--- config.mk ---
export PLATFORM = sky130hd
export DESIGN_NAME = uob_rx_flat
export DESIGN_NICKNAME = d
export VERILOG_FILES = /design/src/rtl/uob_rx_if.sv /design/src/rtl/uob_rx.sv /design/src/flat_wrapper.sv
export SDC_FILE = /design/constraint.sdc
export NUM_CORES = 1
export LEC_CHECK = 0
export BUFFER_PORTS_ARGS = -buffer_cell sky130_fd_sc_hd__buf_2
export CELL_PAD_IN_SITES_DETAIL_PLACEMENT = 0
export CELL_PAD_IN_SITES_GLOBAL_PLACEMENT = 1
export CORE_MARGIN = 3
export CORE_UTILIZATION = 45
export DETAILED_ROUTE_END_ITERATION = 8
export GPL_TIMING_DRIVEN = 1
export PLACE_DENSITY = 0.7
export SLEW_MARGIN = 20
export SYNTH_ARGS = -nofsm -noshare
export SYNTH_HDL_FRONTEND = slang
export SYNTH_SLANG_ARGS = --single-unit
--- constraint.sdc ---
create_clock -name clk -period 5.4 [get_ports clk]
set_input_delay 0.27 -clock clk [delete_from_list [all_inputs] [get_ports clk]]
set_output_delay 0.27 -clock clk [all_outputs]
set_load 0.005 [all_outputs]
--- src/rtl/uob_rx_if.sv ---
// uob_rx_if: handshake bundle for the unit output buffer receiver.
//   Unit side   : uob_dout, uob_empty (to receiver), uob_rd_en (from receiver)
//   Arbiter side: dout, dout_last, empty, err (from receiver), rd_en (to receiver)
// The receiver takes the slave modport; whoever drives the unit stream and
// consumes the reassembled words takes the master modport.
`ifndef UNIT_OUTPUT_WIDTH
`define UNIT_OUTPUT_WIDTH 8
`endif

interface uob_rx_if #(
  parameter int IN_WIDTH  = `UNIT_OUTPUT_WIDTH,
  parameter int OUT_WIDTH = 16
);
  logic [IN_WIDTH-1:0]  uob_dout;
  logic                 uob_empty;
  logic                 uob_rd_en;
  logic [OUT_WIDTH-1:0] dout;
  logic                 dout_last;
  logic                 empty;
  logic                 rd_en;
  logic                 err;

  modport slave (
    input  uob_dout, uob_empty, rd_en,
    output uob_rd_en, dout, dout_last, empty, err
  );

  modport master (
    output uob_dout, uob_empty, rd_en,
    input  uob_rd_en, dout, dout_last, empty, err
  );
endinterface

--- src/rtl/uob_rx.sv ---
// uob_rx: pulls one packet at a time from a unit output buffer (all-ones header
// followed by PKT_LEN*RATIO narrow words), reassembles LSB-first into
// OUT_WIDTH words in a 2-slot packet buffer and presents them as a
// first-word-fall-through stream with a last-word flag.
// Ports:
//   clk  : single clock
//   rst  : synchronous reset, active-high
//   bus  : uob_rx_if.slave (unit stream in, reassembled stream out, sticky err)
//
// state    | meaning
// ---------+-----------------------------------------------------------
// S_FLUSH  | ignore uob_dout for PKT_LEN*RATIO+3 cycles (drain a burst)
// S_IDLE   | wait for a ready packet and a free slot
// S_REQ    | uob_rd_en high for this single cycle
// S_HDR    | header word on uob_dout, must be all-ones
// S_DATA   | shift in narrow words, write a slot word every RATIO words
// S_COMMIT | mark slot full, move to the other slot
`ifndef UNIT_OUTPUT_WIDTH
`define UNIT_OUTPUT_WIDTH 8
`endif

module uob_rx #(
  parameter int IN_WIDTH  = `UNIT_OUTPUT_WIDTH,
  parameter int OUT_WIDTH = 16,
  parameter int RATIO     = OUT_WIDTH / IN_WIDTH,
  parameter int PKT_LEN   = 20
) (
  input logic    clk,
  input logic    rst,
  uob_rx_if.slave bus
);
  localparam int FLUSH_CYC = PKT_LEN * RATIO + 3;
  localparam int WW        = $clog2(PKT_LEN);
  localparam int SW        = (RATIO > 1) ? $clog2(RATIO) : 1;
  localparam int FW        = $clog2(FLUSH_CYC);
  localparam int PW        = OUT_WIDTH - IN_WIDTH;

  localparam logic [WW-1:0] LAST_W     = WW'(PKT_LEN - 1);
  localparam logic [SW-1:0] LAST_S     = SW'(RATIO - 1);
  localparam logic [FW-1:0] FLUSH_LOAD = FW'(FLUSH_CYC - 1);

  typedef enum logic [2:0] {
    S_FLUSH, S_IDLE, S_REQ, S_HDR, S_DATA, S_COMMIT
  } state_e;

  state_e               state_q;
  logic [FW-1:0]        flush_cnt_q;
  logic [SW-1:0]        sub_q;
  logic [WW-1:0]        word_cnt_q;
  logic [WW-1:0]        rd_ptr_q;
  logic [PW-1:0]        part_q;      // upper part of the word being assembled
  logic [1:0]           full_q;
  logic                 wr_slot_q;
  logic                 rd_slot_q;
  logic                 uob_rd_en_q;
  logic                 err_q;
  logic [OUT_WIDTH-1:0] mem_q [2][PKT_LEN];

  logic [OUT_WIDTH-1:0] asm_d;
  logic                 empty_d;
  logic                 pop_d;
  logic                 free_d;
  logic                 slot_avail_d;
  logic                 word_we_d;

  // Newest narrow word enters at the top, so the first word of a group ends
  // up in the low bits once RATIO words have been shifted in.
  assign asm_d   = {bus.uob_dout, part_q};
  assign empty_d = ~full_q[rd_slot_q];
  assign pop_d   = bus.rd_en & ~empty_d;
  assign free_d  = pop_d & (rd_ptr_q == LAST_W);
  // A slot being freed this cycle counts as free so the next request can
  // go out in the very next cycle.
  assign slot_avail_d = ~full_q[wr_slot_q] | (free_d & (rd_slot_q == wr_slot_q));
  assign word_we_d    = (state_q == S_DATA) && (sub_q == LAST_S);

  assign bus.uob_rd_en = uob_rd_en_q;
  assign bus.empty     = empty_d;
  assign bus.dout      = empty_d ? '0 : mem_q[rd_slot_q][rd_ptr_q];
  assign bus.dout_last = ~empty_d & (rd_ptr_q == LAST_W);
  assign bus.err       = err_q;

  always_ff @(posedge clk) begin
    if (word_we_d) mem_q[wr_slot_q][word_cnt_q] <= asm_d;
  end

  always_ff @(posedge clk) begin
    if (rst) begin
      state_q     <= S_FLUSH;
      flush_cnt_q <= FLUSH_LOAD;
      sub_q       <= '0;
      word_cnt_q  <= '0;
      rd_ptr_q    <= '0;
      part_q      <= '0;
      full_q      <= '0;
      wr_slot_q   <= 1'b0;
      rd_slot_q   <= 1'b0;
      uob_rd_en_q <= 1'b0;
      err_q       <= 1'b0;
    end else begin
      uob_rd_en_q <= 1'b0;

      if (pop_d) begin
        if (free_d) begin
          full_q[rd_slot_q] <= 1'b0;
          rd_slot_q         <= ~rd_slot_q;
          rd_ptr_q          <= '0;
        end else begin
          rd_ptr_q <= rd_ptr_q + 1'b1;
        end
      end

      case (state_q)
        S_FLUSH: begin
          if (flush_cnt_q == '0) state_q <= S_IDLE;
          else                   flush_cnt_q <= flush_cnt_q - 1'b1;
        end
        S_IDLE: begin
          if (~bus.uob_empty && slot_avail_d) begin
            uob_rd_en_q <= 1'b1;
            state_q     <= S_REQ;
          end
        end
        S_REQ: state_q <= S_HDR;
        S_HDR: begin
          if (&bus.uob_dout) begin
            state_q <= S_DATA;
          end else begin
            err_q       <= 1'b1;
            flush_cnt_q <= FLUSH_LOAD;
            state_q     <= S_FLUSH;
          end
        end
        S_DATA: begin
          part_q <= asm_d[OUT_WIDTH-1:IN_WIDTH];
          if (sub_q == LAST_S) begin
            sub_q      <= '0;
            word_cnt_q <= word_cnt_q + 1'b1;
            if (word_cnt_q == LAST_W) state_q <= S_COMMIT;
          end else begin
            sub_q <= sub_q + 1'b1;
          end
        end
        S_COMMIT: begin
          full_q[wr_slot_q] <= 1'b1;
          wr_slot_q         <= ~wr_slot_q;
          word_cnt_q        <= '0;
          sub_q             <= '0;
          state_q           <= S_IDLE;
        end
        default: state_q <= S_FLUSH;
      endcase
    end
  end
endmodule

--- src/flat_wrapper.sv ---
// flat-port wrapper written by rule: the top's interface ports become plain ports
module uob_rx_flat 
#(
  parameter int IN_WIDTH  = `UNIT_OUTPUT_WIDTH,
  parameter int OUT_WIDTH = 16,
  parameter int RATIO     = OUT_WIDTH / IN_WIDTH,
  parameter int PKT_LEN   = 20
)
  (clk, rst, bus_uob_dout, bus_uob_empty, bus_rd_en, bus_uob_rd_en, bus_dout, bus_dout_last, bus_empty, bus_err);
  uob_rx_if #(.IN_WIDTH(IN_WIDTH), .OUT_WIDTH(OUT_WIDTH)) bus_i ();
  input logic clk;
  input logic rst;
  input wire logic [$bits(bus_i.uob_dout)-1:0] bus_uob_dout;
  input wire logic [$bits(bus_i.uob_empty)-1:0] bus_uob_empty;
  input wire logic [$bits(bus_i.rd_en)-1:0] bus_rd_en;
  output wire logic [$bits(bus_i.uob_rd_en)-1:0] bus_uob_rd_en;
  output wire logic [$bits(bus_i.dout)-1:0] bus_dout;
  output wire logic [$bits(bus_i.dout_last)-1:0] bus_dout_last;
  output wire logic [$bits(bus_i.empty)-1:0] bus_empty;
  output wire logic [$bits(bus_i.err)-1:0] bus_err;
  assign bus_i.uob_dout = bus_uob_dout;
  assign bus_i.uob_empty = bus_uob_empty;
  assign bus_i.rd_en = bus_rd_en;
  assign bus_uob_rd_en = bus_i.uob_rd_en;
  assign bus_dout = bus_i.dout;
  assign bus_dout_last = bus_i.dout_last;
  assign bus_empty = bus_i.empty;
  assign bus_err = bus_i.err;
  uob_rx #(.IN_WIDTH(IN_WIDTH), .OUT_WIDTH(OUT_WIDTH), .RATIO(RATIO), .PKT_LEN(PKT_LEN)) u_core (.clk(clk), .rst(rst), .bus(bus_i));
endmodule
## Word-level counts from Yosys, hierarchy flattened

Memories as Yosys holds them, arrays and structs flattened. A register that Yosys moved wholly into a read port is not among the register bits.
Index checks and enable logic that the tools add are counted.

- Bits in registers: 34
- Memory bits (writable): 640
- Input port bits: 12
- Output and inout port bits: 20
- Memories: 1

Memory list:

| name | depth | width | read ports | clocked after Yosys merged registers in | wr ports | RTL line | text |
|---|---|---|---|---|---|---|---|
| u_core.mem_q | 2 | 320 | 1 | 1 | 1 | uob_rx.sv:57 | `logic [OUT_WIDTH-1:0] mem_q [2][PKT_LEN];` |

- $add $sub $neg: 4
- $lt $le $gt $ge: 7
- Eq/ne operators: 14
- Muxes and demuxes: 37
- Bitwise operators: 17
- Reduce and logical (&&, ||, !) cells: 16

Operators by type and width:

| kind | count |
|---|---|
| $mux W320 | 1 |
| $bmux W16 S5 | 1 |
| $demux W16 S5 | 1 |
| $mux W16 | 4 |
| $pmux W3 S6 | 1 |
| $mux W3 | 5 |
| $ge A6 B6 Y1 const B | 2 |
| $mux W6 | 2 |
| $not A5 Y6 | 2 |
| $pmux W6 S2 | 1 |
| $mux W1 | 11 |
| $add A5 B1 Y5 const B | 2 |
| $eq A5 B5 Y1 const B | 2 |
| $mux W5 | 2 |
| $pmux W5 S2 | 1 |
| $mux W2 | 4 |
| $reduce_and A8 Y1 | 1 |
| $not A1 Y1 | 7 |
| $eq A3 B2 Y1 const B | 2 |
| $eq A3 B3 Y1 const B | 2 |
| $logic_not A6 Y1 | 1 |
| $lt A6 B1 Y1 const B | 1 |
| $ne A2 B1 Y1 const B | 3 |
| $ne A2 B2 Y1 const B | 3 |
| 20 further kinds | 33 |

## Depth between registers and ports, before layout

- Depth in word-level cells: 11
- Depth in mapped cells: 10
- Depth with buffers taken out: 6

## Worst setup path before layout

OpenSTA, ideal clock, no wires.

- Path type: flip-flop to flip-flop
- Start: register u_core.state_q[0]
- End: memory u_core.mem_q[0][112] in the netlist's numbering (enable)
- Setup time: 0.389 ns
- Arrival: 1.942 ns
- Path slack: 3.070 ns
- Cell stages (with the launch flop): 7
- Clock period less this slack: 2.330 ns
- Path through: dfxtp_1 > clkbuf_1 > nor3b_1 > nand2_1 > nor2_1 > nand2_1 > nor2_1

- Longest elaborated chain between the ends: 4

Ends and longest elaborated chain:

| what | RTL line | text |
|---|---|---|
| from (decl) | uob_rx.sv:46 | `state_e state_q;` |
| from (signal assigned) | uob_rx.sv:89 | `state_q <= S_FLUSH;` |
| from (signal assigned) | uob_rx.sv:115 | `if (flush_cnt_q == '0) state_q <= S_IDLE;` |
| from (signal assigned) | uob_rx.sv:121 | `state_q <= S_REQ;` |
| $eq A3 B3 Y1 | uob_rx.sv:75 | `assign word_we_d = (state_q == S_DATA) && (sub_q == LAST_S);` |
| $logic_and A1 B1 Y1 | uob_rx.sv:75 |  |
| $mux W1 | uob_rx.sv:84 | `if (word_we_d) mem_q[wr_slot_q][word_cnt_q] <= asm_d;` |
| $mux W320 (not written as such) | uob_rx.sv:84 |  |
| to (decl) | uob_rx.sv:57 |  |

No other way between the ends.

==> impl_metrics.py <==
metrics = {
    "drt": {
        "wl_per_cell_um": 27.90,
        "drc": 0,
        "routed_wirelength_um": 63920,
        "drtIter0Drc": 1477,
        "drtPass1Iterations": 6,
        "routed-via-count": 13470,
        "routed_via_density": 5.878,
        "ant_nets": 0,
    },
    "synth": {
        "synth_edf_count": 640,
        "syn_nets": 1392,
        "avgSynthCellArea_sq_um": 19.32,
        "ys.flop_type": "edfxtp_1",
        "netlist_top_cells_area": "edfxtp_1 72%, mux4_2 7.6%, mux2i_1 4.9%, dfxtp_1 2.6%, mux4_1 1.8%",
        "yosys_warnings": 0,
        "synth_area_leader_cell": "edfxtp_1",
        "ys_async_sr_fraction_pct": 0,
        "synth-seq-cells": 675,
        "synth_cell_type_count": 53,
        "yosysSeqAreaShare_pct": 75.08,
        "synth_cells": 1373,
        "synth_area_sq_um": 26530,
        "synth_top_area_share_pct": 72.44,
    },
    "power_and_ir_drop": {
        "p_sw_uw": 1958,
        "p_int_uw": 8480,
        "p_comb_share_pct": 0.7,
        "swShare_pct": 18.76,
        "power_density_nw_per_um2": 348.9,
        "p_clk_share_pct": 44.8,
        "peakVddDrop_mv": 0.2979,
        "p_total_uw": 10440,
        "seqPwrFrac_pct": 54.5,
        "p_leak_uw": 0.008366,
    },
    "sta": {
        "finalCritPeriodShare_pct": 73.38,
        "setup-tns-final_ns": 0,
        "slew_violations": 0,
        "slew_headroom_pct": 17.01,
        "fmax_mhz": 252.4,
        "fin_crit_ns": 3.963,
        "worstMarginPinSlew_ns": 1.242,
        "hold_violations": 0,
        "rsz0062_at_grt": "no",
        "setup_viol": 0,
        "finClkSkew_ns": 0.02034,
    },
    "min_path": {
        "hold_class": "in -> reg",
        "worstHoldStart": "bus_uob_empty",
        "hold_end": "u_core.bus.uob_rd_en",
        "whs_path_depth": 5,
    },
    "clocking": {
        "cts_made_buffers": 69,
        "cts_setup_buffers": 0,
        "clkLatencyLatePin_ns": 0.60,
        "cts_root_buf": "clkbuf_16",
        "cts_tree": "yes",
        "ctsResizeCount": 0,
        "postCtsHoldBufs": 1,
        "cts_sinks": 675,
        "clk_pin_slew_worst_paths_ns": 0.06,
        "clockBufferDepth": 3,
        "h-tree-depth": 3,
    },
    "setup_path": {
        "critPathLaunchType": "flop",
        "reg2reg_to": "u_core.state_q[0]",
        "worstPathMaxFanout": 41,
        "r2r-start": "u_core.rd_ptr_q[0]",
        "cp-end-kind": "primary output",
        "reg2reg_depth": 7,
        "worst_ep_arrival_time_ns": 3.69,
        "required_ns": 5.13,
        "path_class": "reg -> out",
        "regToRegSetupSlack_ns": 2.46,
    },
    "global_routing": {
        "antenna_found_initial": 3,
        "grt_first_pass_wirelength_um": 93030,
        "track_usage_pct": 20.66,
        "grt_pass1_vias": 13250,
        "grt_max_degree": 55,
        "grt-ovfl-total": 0,
    },
    "place": {
        "place_area_sq_um": 27700,
        "routabilityCongestion": 0.8293,
        "hpwlAfterDp_um": 38430,
        "io_buffers": 31,
    },
    "finish": {
        "drive_above_1_share_pct": 19.46,
        "nets": 1492,
        "fin_area_sq_um": 29920,
        "mostFrequentLayoutCells": "640 x edfxtp_1, 131 x mux2i_1, 90 x mux4_2",
        "layout_commonest_cell": "edfxtp_1",
        "antenna_cells": 0,
        "fillers": 4584,
        "areaGrowthSynthToFinish_pct": 12.77,
    },
    "floorplan": {
        "die_area_sq_um": 61910,
        "start_util_pct": 45.72,
        "die_y_um": 248.8,
        "fp.dieW_um": 248.8,
        "coreArea_sq_um": 58030,
        "std_cell_rows": 88,
        "io_pins": 32,
    },
    "job": {
        "cap_violations": 0,
    },
    "status": {
        "status": "finished clean",
    },
}
==> power groups by stage <==
stage	combinational [uW]	clock (uW)	sequential, uW
3_5_place_dp	75.7	0	5800
5_1_grt	83.8	4970	5690
3_3_place_gp	72.8	0	5800
6_report	75.6	4670	5690
2_1_floorplan	19.1	0	5800
4_1_cts	76.4	4750	5690
==> synthesized netlist by cell type, types with 2 or more instances <==
cell type,n
nor3_1,8
a311oi_1,3
nor3b_1,2
or3b_2,4
nand3b_1,6
nand4_1,14
mux4_1,18
and2_1,4
buf_2,23
buf_12,3
nor2_1,83
mux4_2,90
edfxtp_1,640
mux2i_1,131
nand2_1,51
xnor2_1,4
o21ai_0,6
o21ai_1,2
o2bb2ai_1,5
buf_6,13
a22o_1,6
nand3_1,27
o31a_1,3
ha_1,7
dfxtp_1,35
a22oi_1,40
xor2_1,9
o22ai_1,12
buf_1,2
o221ai_1,10
clkbuf_1,21
inv_1,6
a211o_1,5
buf_8,3
o31ai_1,2
or3_1,2
or2_2,2
a21oi_1,21
buf_4,9
nand2b_1,5
a211oi_1,15
and4_1,2
nor2b_1,9
==> critical path, stage by stage (launching register included) <==
cell,delay [ns]
dfxtp_4,0.88
buf_4,0.45
mux4_2,0.54
a22oi_1,0.54
a21oi_1,0.27
o2bb2ai_1,0.23
buf_2,0.19
==> area by class of cell <==
type	instances	area [sq um]	area share, %
timing repair buffer	103	723.2	2.417
clock buffer	95	1929	6.449
sequential	675	19930	66.61
clock inverter	29	282.8	0.9452
multi-input combinational	617	6070	20.29
inverter	7	26.28	0.08783
tap	765	957.2	3.199
==> metal layers <==
| layer | track usage [%] | wire length, um | vias to the layer above |
|---|---|---|---|
| met5 | 0 | 0 | - |
| met2 | 32.01 | 29860 | 491 |
| met3 | 4.103 | 4658 | 85 |
| li1 | - | - | 5804 |
| met1 | 30.34 | 28110 | 7086 |
| met4 | 5.153 | 1293 | 0 |
==> kinds of logic (layout without fill, tap and decap cells) <==
kind of cell | Yosys count | in the layout | synth area share [%]
xor gates and xnor gates | 13 | 13 | 0.4292
DFF | 675 | 675 | 75.08
AOI/OAI and AO/OA | 135 | 135 | 3.735
muxes | 240 | 240 | 14.41
adders and majority gates | 7 | 7 | 0.3301
buffers and inverters | 81 | 234 | 2.061
and+or+nand+nor | 222 | 222 | 3.957
==> state kept, by name (all words and copies together), names as in the netlist, named ones only <==
register / flops
u_core.full_q: 2
u_core.part_q: 8
u_core.rd_ptr_q: 5
u_core.rd_slot_q: 1
u_core.bus.uob_rd_en: 1
u_core.sub_q: 1
u_core.state_q: 3
u_core.wr_slot_q: 1
u_core.bus.err: 1
u_core.word_cnt_q: 5
u_core.mem_q: 640
u_core.flush_cnt_q: 6
==> stage by stage <==
step / setup WS, ns / util [%] / hold WS [ns] / cells
4_1_cts: 1.400 / 51.56 / 0.1687 / 2291
6_report: 1.437 / 51.56 / 0.2097 / 2291
5_1_grt: 1.274 / 51.56 / 0.2213 / 2291
3_5_place_dp: 2.031 / 47.73 / 0.4702 / 2166
3_3_place_gp: 2.066 / 47.73 / 0.4474 / 2166
2_1_floorplan: 3.070 / - / 0.3689 / 1373
==> worst max-delay path by stage <==
stage	startpoint	end	slack, ns
5_1_grt	flop	bus_dout[8]	1.27
4_1_cts	flop	bus_dout[10]	1.40
6_report	flop	bus_dout[7]	1.44
3_3_place_gp	flop	bus_dout[13]	2.07
3_5_place_dp	u_core.rd_ptr_q[0]	bus_dout[10]	2.03
2_1_floorplan	u_core.state_q[0]	u_core.mem_q[0][112]	3.07
(Power assumes the default switching activity.)
